--- config.mk ---
export PLATFORM = sky130hd
export DESIGN_NAME = ahb_apb4_bridge_mux_flat
export DESIGN_NICKNAME = d
export VERILOG_FILES = /design/src/rtl/ahb_apb4_bridge_mux_pkg.sv /design/src/rtl/ahb_apb4_bridge_mux_if.sv /design/src/rtl/ahb_apb4_bridge_mux_apb_slave_mux.sv /design/src/rtl/ahb_apb4_bridge_mux.sv /design/src/flat_wrapper.sv
export SDC_FILE = /design/constraint.sdc
export NUM_CORES = 1
export LEC_CHECK = 0
export ABC_CLOCK_PERIOD_IN_PS = 2400
export BUFFER_PORTS_ARGS = -buffer_cell sky130_fd_sc_hd__buf_2
export CAP_MARGIN = 20
export CORE_MARGIN = 4
export CORE_UTILIZATION = 47
export CTS_CLUSTER_DIAMETER = 80
export CTS_CLUSTER_SIZE = 25
export DETAILED_ROUTE_END_ITERATION = 8
export PLACE_DENSITY = 0.82
export SLEW_MARGIN = 20
export SYNTH_ARGS = -nofsm -noshare
export SYNTH_HDL_FRONTEND = slang
export SYNTH_SLANG_ARGS = --single-unit
--- constraint.sdc ---
create_clock -name HCLK -period 2.4 [get_ports HCLK]
set_clock_uncertainty 0.2 [all_clocks]
set_input_delay 0.48 -clock HCLK [delete_from_list [all_inputs] [get_ports HCLK]]
set_output_delay 0.48 -clock HCLK [all_outputs]
set_load 0.005 [all_outputs]
--- src/rtl/ahb_apb4_bridge_mux_pkg.sv ---
// rtl/ahb_apb4_bridge_mux_pkg.sv - shared AHB/APB types, FSM states and byte-strobe helper
// Purpose: common definitions for the AHB-Lite to APB4 multi-slave bridge.
// Contents: htrans_t, HRESP_OKAY/HRESP_ERROR, bridge_state_t, strb_gen().
package ahb_apb4_bridge_mux_pkg;

   typedef enum logic [1:0] {
      HTRANS_IDLE   = 2'b00,
      HTRANS_BUSY   = 2'b01,
      HTRANS_NONSEQ = 2'b10,
      HTRANS_SEQ    = 2'b11
   } htrans_t;

   localparam logic HRESP_OKAY  = 1'b0;
   localparam logic HRESP_ERROR = 1'b1;

   typedef enum logic [2:0] {
      ST_IDLE   = 3'd0,
      ST_LATCH  = 3'd1,
      ST_SETUP  = 3'd2,
      ST_ACCESS = 3'd3,
      ST_ERR1   = 3'd4,
      ST_ERR2   = 3'd5
   } bridge_state_t;

   // Byte strobes for a transfer of 2**hsize bytes at byte lane addr_lsb.
   // The lane offset is rounded down to the transfer size so a misaligned
   // address still yields a contiguous, size-aligned mask.
   function automatic logic [7:0] strb_gen(input logic [2:0] hsize,
                                           input logic [2:0] addr_lsb);
      logic [7:0] mask;
      logic [2:0] aligned;
      case (hsize)
         3'd0:    mask = 8'h01;
         3'd1:    mask = 8'h03;
         3'd2:    mask = 8'h0F;
         default: mask = 8'hFF;
      endcase
      aligned = addr_lsb & ~((3'd1 << hsize) - 3'd1);
      return mask << aligned;
   endfunction

endpackage

--- src/rtl/ahb_apb4_bridge_mux_if.sv ---
// rtl/ahb_apb4_bridge_mux_if.sv - AHB-Lite slave side and APB4 multi-slave side of the bridge
// Purpose: bundles the AHB and APB bus signals of the bridge.
// Modports: slave  - bridge view (AHB inputs, APB outputs, APB slave responses in)
//           master - environment view (drives AHB requests and APB slave responses)
interface ahb_apb4_bridge_mux_if #(
   parameter int ADDR_WIDTH = 32,
   parameter int DATA_WIDTH = 32,
   parameter int NUM_SLAVES = 4
);
   logic                             HSEL;
   logic [ADDR_WIDTH-1:0]            HADDR;
   logic [1:0]                       HTRANS;
   logic                             HWRITE;
   logic [2:0]                       HSIZE;
   logic [3:0]                       HPROT;
   logic                             HREADY_IN;
   logic [DATA_WIDTH-1:0]            HWDATA;
   logic [DATA_WIDTH-1:0]            HRDATA;
   logic                             HRESP;
   logic                             HREADY_OUT;
   logic [NUM_SLAVES-1:0]            PSEL;
   logic                             PENABLE;
   logic [ADDR_WIDTH-1:0]            PADDR;
   logic                             PWRITE;
   logic [DATA_WIDTH-1:0]            PWDATA;
   logic [DATA_WIDTH/8-1:0]          PSTRB;
   logic [2:0]                       PPROT;
   logic [NUM_SLAVES*DATA_WIDTH-1:0] PRDATA;
   logic [NUM_SLAVES-1:0]            PREADY;
   logic [NUM_SLAVES-1:0]            PSLVERR;

   modport slave (
      input  HSEL, HADDR, HTRANS, HWRITE, HSIZE, HPROT, HREADY_IN, HWDATA,
      input  PRDATA, PREADY, PSLVERR,
      output HRDATA, HRESP, HREADY_OUT,
      output PSEL, PENABLE, PADDR, PWRITE, PWDATA, PSTRB, PPROT
   );

   modport master (
      output HSEL, HADDR, HTRANS, HWRITE, HSIZE, HPROT, HREADY_IN, HWDATA,
      output PRDATA, PREADY, PSLVERR,
      input  HRDATA, HRESP, HREADY_OUT,
      input  PSEL, PENABLE, PADDR, PWRITE, PWDATA, PSTRB, PPROT
   );

endinterface

--- src/rtl/ahb_apb4_bridge_mux_apb_slave_mux.sv ---
// rtl/ahb_apb4_bridge_mux_apb_slave_mux.sv - slave index decode and APB response mux
// Purpose: turns the latched slave index into a one-hot select and picks the
//          addressed slave's PRDATA/PREADY/PSLVERR. Purely combinational.
// Ports: idx in; prdata_all/pready_all/pslverr_all in (all slaves);
//        psel_onehot, prdata, pready, pslverr out (selected slave).
module apb_slave_mux #(
   parameter int DATA_WIDTH = 32,
   parameter int NUM_SLAVES = 4,
   parameter int IDX_W      = 2
) (
   input  logic [IDX_W-1:0]                 idx,
   input  logic [NUM_SLAVES*DATA_WIDTH-1:0] prdata_all,
   input  logic [NUM_SLAVES-1:0]            pready_all,
   input  logic [NUM_SLAVES-1:0]            pslverr_all,
   output logic [NUM_SLAVES-1:0]            psel_onehot,
   output logic [DATA_WIDTH-1:0]            prdata,
   output logic                             pready,
   output logic                             pslverr
);

   always_comb begin
      psel_onehot = '0;
      prdata      = '0;
      pready      = 1'b0;
      pslverr     = 1'b0;
      for (int i = 0; i < NUM_SLAVES; i++) begin
         if (int'(idx) == i) begin
            psel_onehot[i] = 1'b1;
            prdata         = prdata_all[i*DATA_WIDTH +: DATA_WIDTH];
            pready         = pready_all[i];
            pslverr        = pslverr_all[i];
         end
      end
   end

endmodule

--- src/rtl/ahb_apb4_bridge_mux.sv ---
// rtl/ahb_apb4_bridge_mux.sv - AHB-Lite slave to APB4 master bridge with per-slave PSEL
// Purpose: converts one AHB-Lite transfer at a time into an APB4 SETUP/ACCESS
//          sequence on one of NUM_SLAVES slaves, with wait states, slave error
//          and PREADY timeout mapped onto the two-cycle AHB ERROR response.
// Ports: HCLK, HRESETn (async, active-low); bus (slave modport) carrying the
//        AHB request/response and the APB select/control/data signals.
module ahb_apb4_bridge_mux
   import ahb_apb4_bridge_mux_pkg::*;
#(
   parameter int ADDR_WIDTH  = 32,
   parameter int DATA_WIDTH  = 32,
   parameter int NUM_SLAVES  = 4,
   parameter int SLV_SEL_LSB = 12,
   parameter int TIMEOUT_CYC = 256
) (
   input  logic                 HCLK,
   input  logic                 HRESETn,
   ahb_apb4_bridge_mux_if.slave bus
);

   localparam int STRB_W   = DATA_WIDTH / 8;
   localparam int LSB_W    = $clog2(STRB_W);
   localparam int IDX_W    = (NUM_SLAVES > 1) ? $clog2(NUM_SLAVES) : 1;
   localparam int REGION_W = ADDR_WIDTH - SLV_SEL_LSB;
   localparam int TCNT_W   = (TIMEOUT_CYC > 1) ? $clog2(TIMEOUT_CYC + 1) : 1;
   localparam bit TO_EN    = (TIMEOUT_CYC > 0);
   localparam logic [TCNT_W-1:0] TCNT_LAST = TCNT_W'((TIMEOUT_CYC > 0) ? TIMEOUT_CYC - 1 : 0);

   bridge_state_t           state_q, state_d;
   logic [ADDR_WIDTH-1:0]   haddr_q, haddr_d;
   logic                    hwrite_q, hwrite_d;
   logic [2:0]              hsize_q, hsize_d;
   logic [1:0]              hprot_q, hprot_d;
   logic [IDX_W-1:0]        idx_q, idx_d;
   logic                    in_range_q, in_range_d;
   logic [TCNT_W-1:0]       tcnt_q, tcnt_d;
   logic [DATA_WIDTH-1:0]   hrdata_q, hrdata_d;
   logic                    hresp_q, hresp_d;
   logic                    hready_q, hready_d;
   logic [NUM_SLAVES-1:0]   psel_q, psel_d;
   logic                    penable_q, penable_d;
   logic [ADDR_WIDTH-1:0]   paddr_q, paddr_d;
   logic                    pwrite_q, pwrite_d;
   logic [DATA_WIDTH-1:0]   pwdata_q, pwdata_d;
   logic [STRB_W-1:0]       pstrb_q, pstrb_d;
   logic [2:0]              pprot_q, pprot_d;

   logic                    valid;
   logic [REGION_W-1:0]     region;
   logic                    size_ok;
   logic [2:0]              addr_lsb;
   logic [7:0]              strb_full;
   logic [NUM_SLAVES-1:0]   sel_onehot;
   logic [DATA_WIDTH-1:0]   mux_prdata;
   logic                    mux_pready;
   logic                    mux_pslverr;
   logic                    unused_ok;

   assign valid = bus.HSEL & bus.HTRANS[1] & bus.HREADY_IN;

   // The whole address above SLV_SEL_LSB is the region number, so addresses
   // past the last slave decode as out of range instead of aliasing.
   assign region   = bus.HADDR[ADDR_WIDTH-1:SLV_SEL_LSB];
   assign size_ok  = (32'd8 << hsize_q) <= 32'(DATA_WIDTH);
   assign addr_lsb = 3'(haddr_q[LSB_W-1:0]);
   assign strb_full = strb_gen(hsize_q, addr_lsb);
   assign unused_ok = ^{bus.HPROT[3:2], bus.HTRANS[0], strb_full};

   apb_slave_mux #(
      .DATA_WIDTH (DATA_WIDTH),
      .NUM_SLAVES (NUM_SLAVES),
      .IDX_W      (IDX_W)
   ) u_apb_slave_mux (
      .idx         (idx_q),
      .prdata_all  (bus.PRDATA),
      .pready_all  (bus.PREADY),
      .pslverr_all (bus.PSLVERR),
      .psel_onehot (sel_onehot),
      .prdata      (mux_prdata),
      .pready      (mux_pready),
      .pslverr     (mux_pslverr)
   );

   // Every output is registered, so each branch sets the output values that
   // belong to the state being entered.
   always_comb begin
      state_d    = state_q;
      haddr_d    = haddr_q;
      hwrite_d   = hwrite_q;
      hsize_d    = hsize_q;
      hprot_d    = hprot_q;
      idx_d      = idx_q;
      in_range_d = in_range_q;
      tcnt_d     = tcnt_q;
      hrdata_d   = hrdata_q;
      hresp_d    = hresp_q;
      hready_d   = hready_q;
      psel_d     = psel_q;
      penable_d  = penable_q;
      paddr_d    = paddr_q;
      pwrite_d   = pwrite_q;
      pwdata_d   = pwdata_q;
      pstrb_d    = pstrb_q;
      pprot_d    = pprot_q;

      case (state_q)
         // ERR2 is the last cycle of the error response and already shows
         // HREADY_OUT=1, so a new address phase is accepted exactly as in IDLE.
         ST_IDLE, ST_ERR2: begin
            state_d  = ST_IDLE;
            hresp_d  = HRESP_OKAY;
            hready_d = 1'b1;
            if (valid) begin
               state_d    = ST_LATCH;
               hready_d   = 1'b0;
               haddr_d    = bus.HADDR;
               hwrite_d   = bus.HWRITE;
               hsize_d    = bus.HSIZE;
               hprot_d    = bus.HPROT[1:0];
               idx_d      = region[IDX_W-1:0];
               in_range_d = region < REGION_W'(NUM_SLAVES);
            end
         end

         ST_LATCH: begin
            if (!in_range_q || !size_ok) begin
               state_d = ST_ERR1;
               hresp_d = HRESP_ERROR;
            end else begin
               state_d  = ST_SETUP;
               psel_d   = sel_onehot;
               paddr_d  = haddr_q;
               pwrite_d = hwrite_q;
               pwdata_d = bus.HWDATA;
               pstrb_d  = hwrite_q ? strb_full[STRB_W-1:0] : '0;
               pprot_d  = {~hprot_q[0], 1'b0, hprot_q[1]};
            end
         end

         ST_SETUP: begin
            state_d   = ST_ACCESS;
            penable_d = 1'b1;
         end

         ST_ACCESS: begin
            if (mux_pready) begin
               psel_d    = '0;
               penable_d = 1'b0;
               tcnt_d    = '0;
               if (!pwrite_q) begin
                  hrdata_d = mux_prdata;
               end
               if (mux_pslverr) begin
                  state_d = ST_ERR1;
                  hresp_d = HRESP_ERROR;
               end else begin
                  state_d  = ST_IDLE;
                  hresp_d  = HRESP_OKAY;
                  hready_d = 1'b1;
               end
            end else if (TO_EN && (tcnt_q == TCNT_LAST)) begin
               // Slave never answered: abandon the APB access and report ERROR.
               psel_d    = '0;
               penable_d = 1'b0;
               tcnt_d    = '0;
               state_d   = ST_ERR1;
               hresp_d   = HRESP_ERROR;
            end else if (TO_EN) begin
               tcnt_d = tcnt_q + 1'b1;
            end
         end

         ST_ERR1: begin
            state_d  = ST_ERR2;
            hresp_d  = HRESP_ERROR;
            hready_d = 1'b1;
         end

         default: begin
            state_d   = ST_IDLE;
            hresp_d   = HRESP_OKAY;
            hready_d  = 1'b1;
            psel_d    = '0;
            penable_d = 1'b0;
            tcnt_d    = '0;
         end
      endcase
   end

   always_ff @(posedge HCLK or negedge HRESETn) begin
      if (!HRESETn) begin
         state_q    <= ST_IDLE;
         haddr_q    <= '0;
         hwrite_q   <= 1'b0;
         hsize_q    <= '0;
         hprot_q    <= '0;
         idx_q      <= '0;
         in_range_q <= 1'b0;
         tcnt_q     <= '0;
         hrdata_q   <= '0;
         hresp_q    <= HRESP_OKAY;
         hready_q   <= 1'b1;
         psel_q     <= '0;
         penable_q  <= 1'b0;
         paddr_q    <= '0;
         pwrite_q   <= 1'b0;
         pwdata_q   <= '0;
         pstrb_q    <= '0;
         pprot_q    <= '0;
      end else begin
         state_q    <= state_d;
         haddr_q    <= haddr_d;
         hwrite_q   <= hwrite_d;
         hsize_q    <= hsize_d;
         hprot_q    <= hprot_d;
         idx_q      <= idx_d;
         in_range_q <= in_range_d;
         tcnt_q     <= tcnt_d;
         hrdata_q   <= hrdata_d;
         hresp_q    <= hresp_d;
         hready_q   <= hready_d;
         psel_q     <= psel_d;
         penable_q  <= penable_d;
         paddr_q    <= paddr_d;
         pwrite_q   <= pwrite_d;
         pwdata_q   <= pwdata_d;
         pstrb_q    <= pstrb_d;
         pprot_q    <= pprot_d;
      end
   end

   assign bus.HRDATA     = hrdata_q;
   assign bus.HRESP      = hresp_q;
   assign bus.HREADY_OUT = hready_q;
   assign bus.PSEL       = psel_q;
   assign bus.PENABLE    = penable_q;
   assign bus.PADDR      = paddr_q;
   assign bus.PWRITE     = pwrite_q;
   assign bus.PWDATA     = pwdata_q;
   assign bus.PSTRB      = pstrb_q;
   assign bus.PPROT      = pprot_q;

endmodule
--- src/flat_wrapper.sv ---
// flat-port wrapper written by rule: the top's interface ports become plain ports
module ahb_apb4_bridge_mux_flat import ahb_apb4_bridge_mux_pkg::*;
#(
   parameter int ADDR_WIDTH  = 32,
   parameter int DATA_WIDTH  = 32,
   parameter int NUM_SLAVES  = 4,
   parameter int SLV_SEL_LSB = 12,
   parameter int TIMEOUT_CYC = 256
)
  (HCLK, HRESETn, bus_HSEL, bus_HADDR, bus_HTRANS, bus_HWRITE, bus_HSIZE, bus_HPROT, bus_HREADY_IN, bus_HWDATA, bus_PRDATA, bus_PREADY, bus_PSLVERR, bus_HRDATA, bus_HRESP, bus_HREADY_OUT, bus_PSEL, bus_PENABLE, bus_PADDR, bus_PWRITE, bus_PWDATA, bus_PSTRB, bus_PPROT);
  ahb_apb4_bridge_mux_if #(.ADDR_WIDTH(ADDR_WIDTH), .DATA_WIDTH(DATA_WIDTH), .NUM_SLAVES(NUM_SLAVES)) bus_i ();
  input  logic HCLK;
  input  logic HRESETn;
  input wire logic [$bits(bus_i.HSEL)-1:0] bus_HSEL;
  input wire logic [$bits(bus_i.HADDR)-1:0] bus_HADDR;
  input wire logic [$bits(bus_i.HTRANS)-1:0] bus_HTRANS;
  input wire logic [$bits(bus_i.HWRITE)-1:0] bus_HWRITE;
  input wire logic [$bits(bus_i.HSIZE)-1:0] bus_HSIZE;
  input wire logic [$bits(bus_i.HPROT)-1:0] bus_HPROT;
  input wire logic [$bits(bus_i.HREADY_IN)-1:0] bus_HREADY_IN;
  input wire logic [$bits(bus_i.HWDATA)-1:0] bus_HWDATA;
  input wire logic [$bits(bus_i.PRDATA)-1:0] bus_PRDATA;
  input wire logic [$bits(bus_i.PREADY)-1:0] bus_PREADY;
  input wire logic [$bits(bus_i.PSLVERR)-1:0] bus_PSLVERR;
  output wire logic [$bits(bus_i.HRDATA)-1:0] bus_HRDATA;
  output wire logic [$bits(bus_i.HRESP)-1:0] bus_HRESP;
  output wire logic [$bits(bus_i.HREADY_OUT)-1:0] bus_HREADY_OUT;
  output wire logic [$bits(bus_i.PSEL)-1:0] bus_PSEL;
  output wire logic [$bits(bus_i.PENABLE)-1:0] bus_PENABLE;
  output wire logic [$bits(bus_i.PADDR)-1:0] bus_PADDR;
  output wire logic [$bits(bus_i.PWRITE)-1:0] bus_PWRITE;
  output wire logic [$bits(bus_i.PWDATA)-1:0] bus_PWDATA;
  output wire logic [$bits(bus_i.PSTRB)-1:0] bus_PSTRB;
  output wire logic [$bits(bus_i.PPROT)-1:0] bus_PPROT;
  assign bus_i.HSEL = bus_HSEL;
  assign bus_i.HADDR = bus_HADDR;
  assign bus_i.HTRANS = bus_HTRANS;
  assign bus_i.HWRITE = bus_HWRITE;
  assign bus_i.HSIZE = bus_HSIZE;
  assign bus_i.HPROT = bus_HPROT;
  assign bus_i.HREADY_IN = bus_HREADY_IN;
  assign bus_i.HWDATA = bus_HWDATA;
  assign bus_i.PRDATA = bus_PRDATA;
  assign bus_i.PREADY = bus_PREADY;
  assign bus_i.PSLVERR = bus_PSLVERR;
  assign bus_HRDATA = bus_i.HRDATA;
  assign bus_HRESP = bus_i.HRESP;
  assign bus_HREADY_OUT = bus_i.HREADY_OUT;
  assign bus_PSEL = bus_i.PSEL;
  assign bus_PENABLE = bus_i.PENABLE;
  assign bus_PADDR = bus_i.PADDR;
  assign bus_PWRITE = bus_i.PWRITE;
  assign bus_PWDATA = bus_i.PWDATA;
  assign bus_PSTRB = bus_i.PSTRB;
  assign bus_PPROT = bus_i.PPROT;
  ahb_apb4_bridge_mux #(.ADDR_WIDTH(ADDR_WIDTH), .DATA_WIDTH(DATA_WIDTH), .NUM_SLAVES(NUM_SLAVES), .SLV_SEL_LSB(SLV_SEL_LSB), .TIMEOUT_CYC(TIMEOUT_CYC)) u_core (.HCLK(HCLK), .HRESETn(HRESETn), .bus(bus_i));
endmodule
# Word level (Yosys, flattened, before mapping)
# Cells that the tools add are included.
# classes
add_sub_neg	2
order_cmp	2
n_eq_ne	16
shifts	3
n_mux	43
n_bitwise	11
n_reduce_logical	18
# op_table
operator	n
$mux W32	4
$le A32 B6 Y1 const B	1
$shl A4 B3 Y32 const A	1
$pmux W8 S3	1
$mux W1	22
$lt A20 B3 Y1 const B	1
$mux W9	2
$pmux W9 S2	1
$mux W4	4
$pmux W3 S5	1
$mux W3	4
$pmux W4 S3	1
$reduce_and A3 Y1	4
$add A9 B1 Y9 const B	1
$eq A3 B2 Y1 const B	3
$eq A9 B8 Y1 const B	1
$reduce_or A4 Y1	2
$shl A8 B3 Y4	1
$not A1 Y1	7
$eq A3 B1 Y1 const B	2
$eq A3 B3 Y1 const B	2
$logic_not A3 Y1	2
$pmux W1 S3	2
$reduce_and A2 Y1	3
16 further kinds	22
# word_totals
reg_bits	163
input_bits	214
out_inout_bits	111
elab_cells	113

# Logic depth before layout (Yosys ltp)
# depth
depth_word	8
mapped_depth	7
ltp_nobuf	5

# Hierarchy
# Synthesis repeated with hierarchy kept, for this count alone.
# unflattened
hier_cells	467
area_unflattened_um2	7337.0
# modules_own_cells
mod	n_inst	cells_each	area_per_inst_um2	seq_area_each_um2
ahb_apb4_bridge_mux	1	421	6473.7	4030.1
apb_slave_mux	1	46	863.3	0.0

# Least setup slack after synthesis
# OpenSTA, ideal clock, no wires.
# synth_path
path_type	input-to-reg
from	input port bus_PREADY[3]
to	register u_core.hrdata_q[10], in the netlist u_core.bus.HRDATA[10]
setup_time_ns	0.125
t_arrival_ns	1.849
required_time_ns	2.075
path_slack_ns	0.226
cell_stages	6
n_path_buf	2
cell_sequence	mux4_2 inv_1 or3_1 clkbuf_1 buf_4 mux2_2
# synth_between
elab_chain_cells	2
# synth_rtl
element	line_no	source
start: declaration	flat_wrapper.sv:23	input wire logic [$bits(bus_i.PREADY)-1:0] bus_PREADY;
$mux W1	ahb_apb4_bridge_mux_apb_slave_mux.sv:27	if (int'(idx) == i) begin
$reduce_and A3 Y1 (no line)	n/a	
end signal: assignment	ahb_apb4_bridge_mux.sv:219	hrdata_q <= hrdata_d;
end: declaration	ahb_apb4_bridge_mux.sv:37	logic [DATA_WIDTH-1:0] hrdata_q, hrdata_d;
# Every way passes these cells.
# A chain may end at the register's enable or synchronous reset.

# Worst setup path after layout
# layout_path
from	register u_core.tcnt_q[0]
to	register u_core.psel_q[1], in the netlist u_core.bus.PSEL[1]
# layout_between
elab_chain_cells	3
# layout_rtl
element	line_no	source
start: declaration	ahb_apb4_bridge_mux.sv:36	logic [TCNT_W-1:0] tcnt_q, tcnt_d;
start signal: assignment	ahb_apb4_bridge_mux.sv:218	tcnt_q <= tcnt_d;
$eq A9 B8 Y1	ahb_apb4_bridge_mux.sv:161	end else if (TO_EN && (tcnt_q == TCNT_LAST)) begin
$ne A3 B1 Y1 (no line)	n/a	
$reduce_and A3 Y1 (no line)	n/a	
end signal: assignment	ahb_apb4_bridge_mux.sv:222	psel_q <= psel_d;
end: declaration	ahb_apb4_bridge_mux.sv:40	logic [NUM_SLAVES-1:0] psel_q, psel_d;
# Every way passes these cells.

==> out/metrics.cfg <==
[global_routing]
top_usage_layer=met2
grt_overflow_total=0
grt_use_met1_pct=26.18
grt_use_met2_pct=39.34
grt_pass1_wl_mm=30.60
grt_use_total_pct=22.61
grt_start_max_net_pins=63
antenna_found_initial=5
grt_pass1_vias=5706
gr-usage-met3_pct=7.913

[sta]
setup_viol=0
rsz0062_at_grt=no
tightest_slew_ns=0.6863
fin_ws_ns=0.1368
hold_viol=0
relSlewSlack_pct=53.89
finalCriticalPeriod_ns=2.263
timing.final.crit_share_pct=94.30
max_freq_ghz=0.4418
slew_viol_final=0
final.setup.tns_ns=0
hold_ws_ns=0.08153

[layout]
fin_util_pct=65.59
finalNonFillerCells=994
synthToLayoutAreaGrowth_pct=35.15
fillers=1096
multi_input_area_um2=2958
final_cell_mix=buf_2 (319), dfrtp_1 (158), mux2_2 (141), mux4_2 (33), nand2_1 (18)
nets=1009
layout_commonest_cell=buf_2
regArea_um2=4033
layout-drive-gt1-share_pct=67.25

[detailed_routing]
detail_route.vias_per_cell=5.313
wl_mm=19.29
drc_errors=0
detail-route-antenna-nets=0
vias=5281
wl_per_cell_um=19.41
firstDrtPassIters=4
drt-initial-drc-count=228

[worst_hold_path]
hp-class=in2reg

[die]
die_area_um2=17210
start_util_pct=48.53
rows=44
io_pins=325
die_width_um=131.2
core_area_um2=14700
fp.dieH_um=131.2

[setup_path]
r2r_start=u_core.tcnt_q[0]
required_ns=2.50
path_max_fanout=4
worst-r2r-cell-count=5
rrSetupSlack_ns=0.14
cp-startpoint=u_core.tcnt_q[0]
cp_data_arrival_time_ns=2.37
reg2reg_to=u_core.bus.PSEL[1]
crit_path_end_kind=flop
cp-endpoint=u_core.bus.PSEL[1]
critPathLaunchType=flop
path_class=reg2reg

[placement]
hpwl_mm=14.67
dp.cells=958
place_worst_setup_slack_ns=0.1097
io_buffers=320
globalplace.congestion=0.8902

[yosys]
async_flop_share_pct=100.0
ys_ff_latch=161
synth_enable_flop_cells=0
syn_nets=686
synth_top_flop_cell=dfrtp_1
synth_warnings=0
synth_cell_type_count=47
avgSynthCellArea_um2=15.14
synth_area_um2=7133
syn_inst=471
yosysSeqAreaShare_pct=56.50

[cts]
cts-root-to-sink-buffers=2
root_buffer=clkbuf_16
clkLatencyLatePin_ns=0.42
numCtsBuffers=17
htreeDepth=4
cts_tree=built
clock_sinks=161
clkTransAtPathRegs_ns=0.07
post_cts_buffers=0

[outcome]
status=complete, no violations

[power]
p_per_area_nw_per_um2=873.3
vdd_drop_max_uv=497.3
p_leak_nw=4.887

[job]
cap_violations=0

worst max-delay path, cell delays in order (launching register included):
cell and delay (ns):
dfrtp_1 0.38, ha_1 0.20, and4_1 0.26, a211oi_1 0.12
nor3_1 0.58, mux2_2 0.41
layer usage:
layer  vias to the layer above  routed length (um)
li1                       2408                   -
met2                       211               10010
met4                         2                 482
met1                      2631                7387
met5                         -                  13
met3                        29                1400
synth_stat cells, types with 2 or more instances:
cell type | instances | area [um2]
or4_1 | 2 | 15.01
inv_1 | 5 | 18.77
mux4_2 | 33 | 743.2
and3_1 | 2 | 12.51
dfrtp_1 | 160 | 4004
nand2_1 | 18 | 67.56
nand3b_1 | 2 | 15.01
mux2_2 | 141 | 1588
or3_1 | 2 | 12.51
a21oi_1 | 6 | 30.03
buf_4 | 4 | 30.03
o21ai_0 | 8 | 40.04
a21o_1 | 2 | 15.01
nor2b_1 | 4 | 25.02
o31ai_1 | 5 | 37.54
a31oi_1 | 4 | 25.02
clkbuf_1 | 9 | 33.78
nor4_1 | 5 | 31.28
nand3_1 | 5 | 25.02
nor3b_1 | 4 | 30.03
buf_1 | 5 | 18.77
buf_2 | 11 | 55.05
nor3_1 | 4 | 20.02
nor2_1 | 7 | 26.28
per-stage QoR:
stage	cell area (um2)	total power, W
2_1_floorplan	7133	0.004960
3_3_place_gp	9015	0.005635
3_5_place_dp	9015	0.005717
4_1_cts	9625	0.008512
5_1_grt	9641	0.008871
6_report	9641	0.008419
repair_timing:
item | CTS | global route
gates resized for setup | 0 | 1
hold endpoints to repair | 118 | 0
endpoints found under the setup margin | 0 | 6
hold buffers | 1 | 0
area by class of cell:
type	count	area share, %
Tap cell	184	2.388
Antenna cell	4	0.1038
Multi-Input combinational cell	275	30.68
Timing Repair Buffer	334	18.57
Clock inverter	11	1.596
Clock buffer	20	4.633
Inverter	5	0.1947
Sequential cell	161	41.83
cells by family (layout without fill, tap and decap cells):
family | Yosys count | count (layout) | share of synthesized area (%)
AOI/OAI and AO/OA | 34 | 34 | 3.122
adders and majority gates | 1 | 1 | 0.1754
buffers and inverters | 35 | 370 | 2.350
DFF | 161 | 161 | 56.50
muxes | 176 | 176 | 32.98
other | 1 | 5 | 0.05257
and+or+nand+nor | 63 | 63 | 4.824
worst min path at each step:
stage | start | to | slack, ns | depth (start not counted)
global route | bus_HADDR[8] | u_core.haddr_q[8] | 0.06 | 2
CTS | bus_HADDR[11] | u_core.haddr_q[11] | 0.06 | 2
floorplan | HRESETn | u_core.bus.HRDATA[0] | -0.02 | 0
global placement | HRESETn | u_core.bus.HRDATA[21] | 0.09 | 1
finish | bus_HADDR[11] | u_core.haddr_q[11] | 0.08 | 2
detailed placement | HRESETn | u_core.bus.HRDATA[21] | 0.09 | 1
state kept, by name, indices dropped and copies added (netlist names):
name / count
u_core.in_range_q: 1
u_core.tcnt_q: 9
u_core.bus.PPROT: 2
u_core.bus.HRDATA: 32
u_core.bus.HREADY_OUT: 1
u_core.bus.PSEL: 4
u_core.bus.PENABLE: 1
u_core.state_q: 3
u_core.hwrite_q: 1
u_core.bus.PSTRB: 4
u_core.hprot_q: 2
u_core.idx_q: 1
u_core.bus.PWRITE: 1
u_core.bus.PWDATA: 32
u_core.hsize_q: 3
u_core.bus.PADDR: 32
u_core.bus.HRESP: 1
u_core.haddr_q: 31
power by group:
| part | internal (W) | switching, W |
|---|---|---|
| Sequential | 0.00321 | 0.000322 |
| Clock | 0.00167 | 0.00111 |
| Combinational | 0.00123 | 0.000872 |
No activity file was read; power rests on OpenSTA's default activity.
